## src/rtl/dma_fifo_pf.sv

```systemverilog
// Single-clock FWFT channel FIFO between the DMA read and AXI write engines.
// Adds level flags, sticky error flags, flush and a high-water-mark monitor.
module dma_fifo_pf #(
  parameter int DWIDTH = 32,
  parameter int AWIDTH = 5
) (
  input  logic              clk,
  input  logic              rst,
  input  logic              push,
  input  logic              pull,
  input  logic [DWIDTH-1:0] data_in,
  output logic [DWIDTH-1:0] data_out,
  input  logic              flush,
  input  logic              err_clr,
  input  logic [AWIDTH:0]   af_thresh,
  input  logic [AWIDTH:0]   ae_thresh,
  output logic [AWIDTH:0]   count,
  output logic [AWIDTH:0]   depth_left,
  output logic              full,
  output logic              empty,
  output logic              almost_full,
  output logic              almost_empty,
  output logic              overflow,
  output logic              underflow,
  output logic [AWIDTH:0]   max_level
);

  localparam int DEPTH = 2**AWIDTH;
  localparam logic [AWIDTH:0] DCNT = (AWIDTH+1)'(DEPTH);

  logic [DWIDTH-1:0] mem [DEPTH];
  logic [AWIDTH-1:0] w_ptr;
  logic [AWIDTH-1:0] r_ptr;
  logic              wr_ok;
  logic              rd_ok;
  logic              ovf_set;
  logic              udf_set;
  logic [AWIDTH:0]   cnt_nxt;
  logic [AWIDTH:0]   ml_nxt;

  assign full         = (count == DCNT);
  assign empty        = (count == '0);
  assign depth_left   = DCNT - count;
  assign almost_full  = (count >= af_thresh);
  assign almost_empty = (count <= ae_thresh);
  assign data_out     = empty ? '0 : mem[r_ptr];

  // Flush swallows the cycle's push/pull, so neither error can fire.
  always_comb begin
    wr_ok   = push && (!full || pull) && !flush;
    rd_ok   = pull && !empty && !flush;
    ovf_set = push && full && !pull && !flush;
    udf_set = pull && empty && !flush;
    cnt_nxt = count;
    unique case (1'b1)
      flush:            cnt_nxt = '0;
      wr_ok && !rd_ok:  cnt_nxt = count + 1'b1;
      rd_ok && !wr_ok:  cnt_nxt = count - 1'b1;
      default:          cnt_nxt = count;
    endcase
    ml_nxt = max_level;
    if (err_clr)
      ml_nxt = cnt_nxt;
    else if (cnt_nxt > max_level)
      ml_nxt = cnt_nxt;
  end

  always_ff @(posedge clk) begin
    if (wr_ok)
      mem[w_ptr] <= data_in;
  end

  always_ff @(posedge clk or negedge rst) begin
    if (!rst) begin
      w_ptr     <= '0;
      r_ptr     <= '0;
      count     <= '0;
      overflow  <= 1'b0;
      underflow <= 1'b0;
      max_level <= '0;
    end else begin
      if (flush) begin
        w_ptr <= '0;
        r_ptr <= '0;
      end else begin
        if (wr_ok) w_ptr <= w_ptr + 1'b1;
        if (rd_ok) r_ptr <= r_ptr + 1'b1;
      end
      count     <= cnt_nxt;
      overflow  <= ovf_set | (overflow & !err_clr);
      underflow <= udf_set | (underflow & !err_clr);
      max_level <= ml_nxt;
    end
  end

  a_cnt_range: assert property (
    @(posedge clk) disable iff (!rst) count <= DCNT);
  a_cnt_sum: assert property (
    @(posedge clk) disable iff (!rst) depth_left + count == DCNT);
  a_full_empty: assert property (
    @(posedge clk) disable iff (!rst) !(full && empty));

endmodule

```

## config.mk

```make
export PLATFORM = sky130hd
export DESIGN_NAME = dma_fifo_pf
export DESIGN_NICKNAME = d
export VERILOG_FILES = /design/src/rtl/dma_fifo_pf.sv
export SDC_FILE = /design/constraint.sdc
export NUM_CORES = 1
export LEC_CHECK = 0
export ABC_AREA = 1
export CAP_MARGIN = 20
export CORE_UTILIZATION = 48
export DETAILED_ROUTE_END_ITERATION = 8
export DONT_BUFFER_PORTS = 1
export PLACE_DENSITY = 0.63
export SLEW_MARGIN = 25
export SYNTH_ARGS = -nofsm -noshare
export SYNTH_HDL_FRONTEND = slang
export SYNTH_SLANG_ARGS = --single-unit
```

## constraint.sdc

```tcl
create_clock -name clk -period 4.7 [get_ports clk]
set_clock_uncertainty 0.1 [all_clocks]
set_input_delay 0.47 -clock clk [delete_from_list [all_inputs] [get_ports clk]]
set_output_delay 0.47 -clock clk [all_outputs]
set_load 0.005 [all_outputs]
```

==> impl_metrics.toml <==
[run_status]
status = "complete, no violations"

[synthesis]
synth_flop_cell = "edfxtp_1"
synth_edf_count = 1024
synth.most_common_cell = "edfxtp_1"
synth.area.top_cells = "edfxtp_1 (73%), nor2_1 (6.4%), o21ai_0 (5.6%)"
synth_commonest_cells = "edfxtp_1 (1,024), nor2_1 (724), o21ai_0 (477), nand2_1 (370), nand3_1 (172)"
ys_types = 33
yosysTopAreaCellShare = 0.7255
postSynth.asyncResetShare = 0.02290
synth.cell_area_um2 = 42380
syn_inst = 3416
synth_seq_area_share = 0.7397
synth_largest_area_cell = "edfxtp_1"
yosys_warnings = 0
syn_nets = 3493
avgSynthCellArea_um2 = 12.41
ys_ff_latch = 1048

[cts]
cts_buffer_depth = 3
htree_num_levels = 3
cts.sinks = 1048
post_cts_buffers = 0
cts_buffers = 107
cts_root_buffer = "clkbuf_16"
clk_pin_slew_worst_paths_ns = 0.06
clock_latency_ns = 0.69
cts_tree = "built"

[global_route]
grt_pass1_vias = 25470
overflow = 0
grt_first_pass_wirelength_um = 166200
antenna_found_initial = 2
track_usage = 0.2494
grt_max_degree = 193

[worst_setup_path]
slowest_stage = "o21ai_0"
cp.arrival_ns = 4.79
worstReg2RegStart = "count[0]"
r2r_cells = 24
endpoint_kind = "register"
cp.required_ns = 5.18
path_buf_inv = 3
timing.rr.end = "max_level[5]"
cpMostUsedCell = "nand2_1"
crit_family = "simple AND/OR/NAND/NOR gates"
max_stage_delay_ns = 0.45
path_class = "reg -> reg"
critPathLaunchType = "register"
path_cells = "inv_1 -> ha_1 -> nand3_1 -> nor3_2 -> nand2_1 -> nand2_1 -> inv_1 -> nand2_2 -> ha_4 -> inv_1 -> nand2_1 -> nand2_1 -> nor2_1 -> nand2_1 -> nand3_1 -> nand2_1 -> o21ai_0 -> ha_1 -> nand3_1 -> nor2_1 -> o22ai_4 -> nand2_1 -> nand2_1 -> nand2_1"
cp_max_fo = 9
r2r_setup_slack_ns = 0.39

[hold_path]
whs_path_depth = 4
hold_end = "w_ptr[3]"
hold_start = "push"
hold_class = "in -> reg"

[route]
viasPerCell = 5.780
routedWlPerCell_um = 24.06
drcViolationCount = 0
drtAntennaViolNets = 0
drt-total-wl_um = 112100
first_iter_violations = 2979
vias = 26940
first_pass_iters = 5

[sta]
layout_worst_path_cycle_share = 0.9164
grt_setup_unrepaired = "false"
fin_hold_ws_ns = 0.04374
hold_viol = 0
fmax_ghz = 0.2322
finalWorstPathRequiredPeriod_ns = 4.307
slew_headroom = 0.2612
finalSetupViolations = 0
tightest_slew_ns = 1.105
slew_viol_final = 0

[finish]
syn2layout_area_growth_pct = 12.28
finish.utilization = 0.5460
drive_above_1_share = 0.08390
fin_nets = 3499

[die]
num_rows = 108
core_area_um2 = 87160
io_pins = 106
start_util = 0.4863
die_y_um = 299.2
die_w_um = 299.2
dieArea_um2 = 89490

[placed_design]
io_buffers = 0
dpl.hpwl_um = 58550
gp_congestion = 0.8285

[power_and_ir_drop]
cellPowerDensity_nw_per_um2 = 510.9
peakVddDrop_mv = 0.4070
p_leak_nw = 16.02

[job]
max_cap_violations = 0
[state kept, by name (all words and copies together), names as in the netlist]
signal,count
mem,1024
r_ptr,5
count,6
w_ptr,5
overflow,1
max_level,6
underflow,1
[worst max path at each step]
stage | start | end | slack [ns] | depth (start not counted)
after detailed placement | count[0] | max_level[5] | -0.06 | 24
after global placement | count[0] | max_level[5] | 0.09 | 24
after global routing | count[0] | max_level[5] | 0.02 | 28
after floorplan | count[0] | max_level[4] | 0.73 | 28
final | count[0] | max_level[5] | 0.39 | 24
after CTS | count[0] | max_level[5] | 0.12 | 24
[metal layers]
| layer | track usage | vias to the layer above | share of wire |
|---|---|---|---|
| met2 | 0.4101 | 1006 | 0.48 |
| met4 | 0.06742 | 2 | 0.023 |
| li1 | - | 12370 | - |
| met3 | 0.04059 | 178 | 0.072 |
| met1 | 0.3457 | 13380 | 0.42 |
| met5 | 0 | - | 0.000089 |
[report_power, final]
| part | internal, mW | leakage, nW | switching [mW] | total, mW |
|---|---|---|---|---|
| clock network | 4.49 | 1.58 | 3.49 | 7.99 |
| registers | 10.4 | 9.53 | 0.161 | 10.5 |
| logic | 1.65 | 4.91 | 4.16 | 5.81 |
| total | 16.5 | 16.0 | 7.81 | 24.3 |
[cell families after synthesis]
family,count (synthesis),share of synthesized area
AOI/OAI and AO/OA,766,0.1000
xor gates and xnor gates,5,0.001033
adders and majority gates,27,0.007971
buffers and inverters,284,0.03120
DFF,1048,0.7397
and+or+nand+nor,1286,0.1201
[cells in the final DEF, fill, tap and decap left out, types with 2 or more instances in the layout]
| cell | n |
|---|---|
| o22ai_1 | 135 |
| xor2_1 | 4 |
| inv_6 | 3 |
| dfrtp_4 | 3 |
| clkinvlp_4 | 2 |
| nand3_1 | 172 |
| o21ai_1 | 18 |
| buf_4 | 43 |
| dfrtp_1 | 20 |
| clkinv_16 | 2 |
| bufinv_16 | 5 |
| o211ai_1 | 85 |
| nor2_4 | 33 |
| o21bai_1 | 2 |
| o21ai_0 | 477 |
| nor3_1 | 5 |
| dlygate4sd3_1 | 17 |
| inv_1 | 57 |
| buf_2 | 22 |
| nor2_1 | 691 |
| nand2_1 | 368 |
| buf_12 | 33 |
| ha_1 | 26 |
| nand2_2 | 6 |
| clkbuf_1 | 32 |
| clkinv_1 | 27 |
| edfxtp_1 | 1024 |
| clkbuf_16 | 108 |
| inv_2 | 4 |
| or2_2 | 9 |
| a21oi_1 | 43 |
| clkinv_2 | 13 |
[per-stage QoR]
stage	TNS, ns	power, mW	area (um2)	setup slack (ns)	instances
after floorplan	0	14.77	42380	0.7315	3416
after global placement	0	16.25	43970	0.08682	4427
after detailed placement	-0.2657	16.32	43970	-0.05825	4427
after CTS	0	24.39	47670	0.1248	4659
after global routing	0	25.45	47590	0.02195	4660
final	0	24.31	47590	0.3927	4660
[cell type report]
type	count	area, um2
inverters	66	262.8
clock inverters	51	440.4
clock buffers	140	2823
diodes	1	2.502
flip-flops and latches	1048	31360
well taps	1155	1445
repair buffers	115	1264
multi-input cells	2084	9990
fillers	7169	39570
[tightest hold or removal path, delay by kind of cell]
kind               cells  cell delay, ns
AOI/OAI and AO/OA      1            0.09
and+or+nand+nor        3            0.23
[what timing repair did]
item	CTS	global route
endpoints found under the hold margin	1061	0
resized for setup	1	4
hold buffers	41	0
pin swaps	0	0
setup endpoints to repair	6	6
Power figures use the tool's default switching activity.
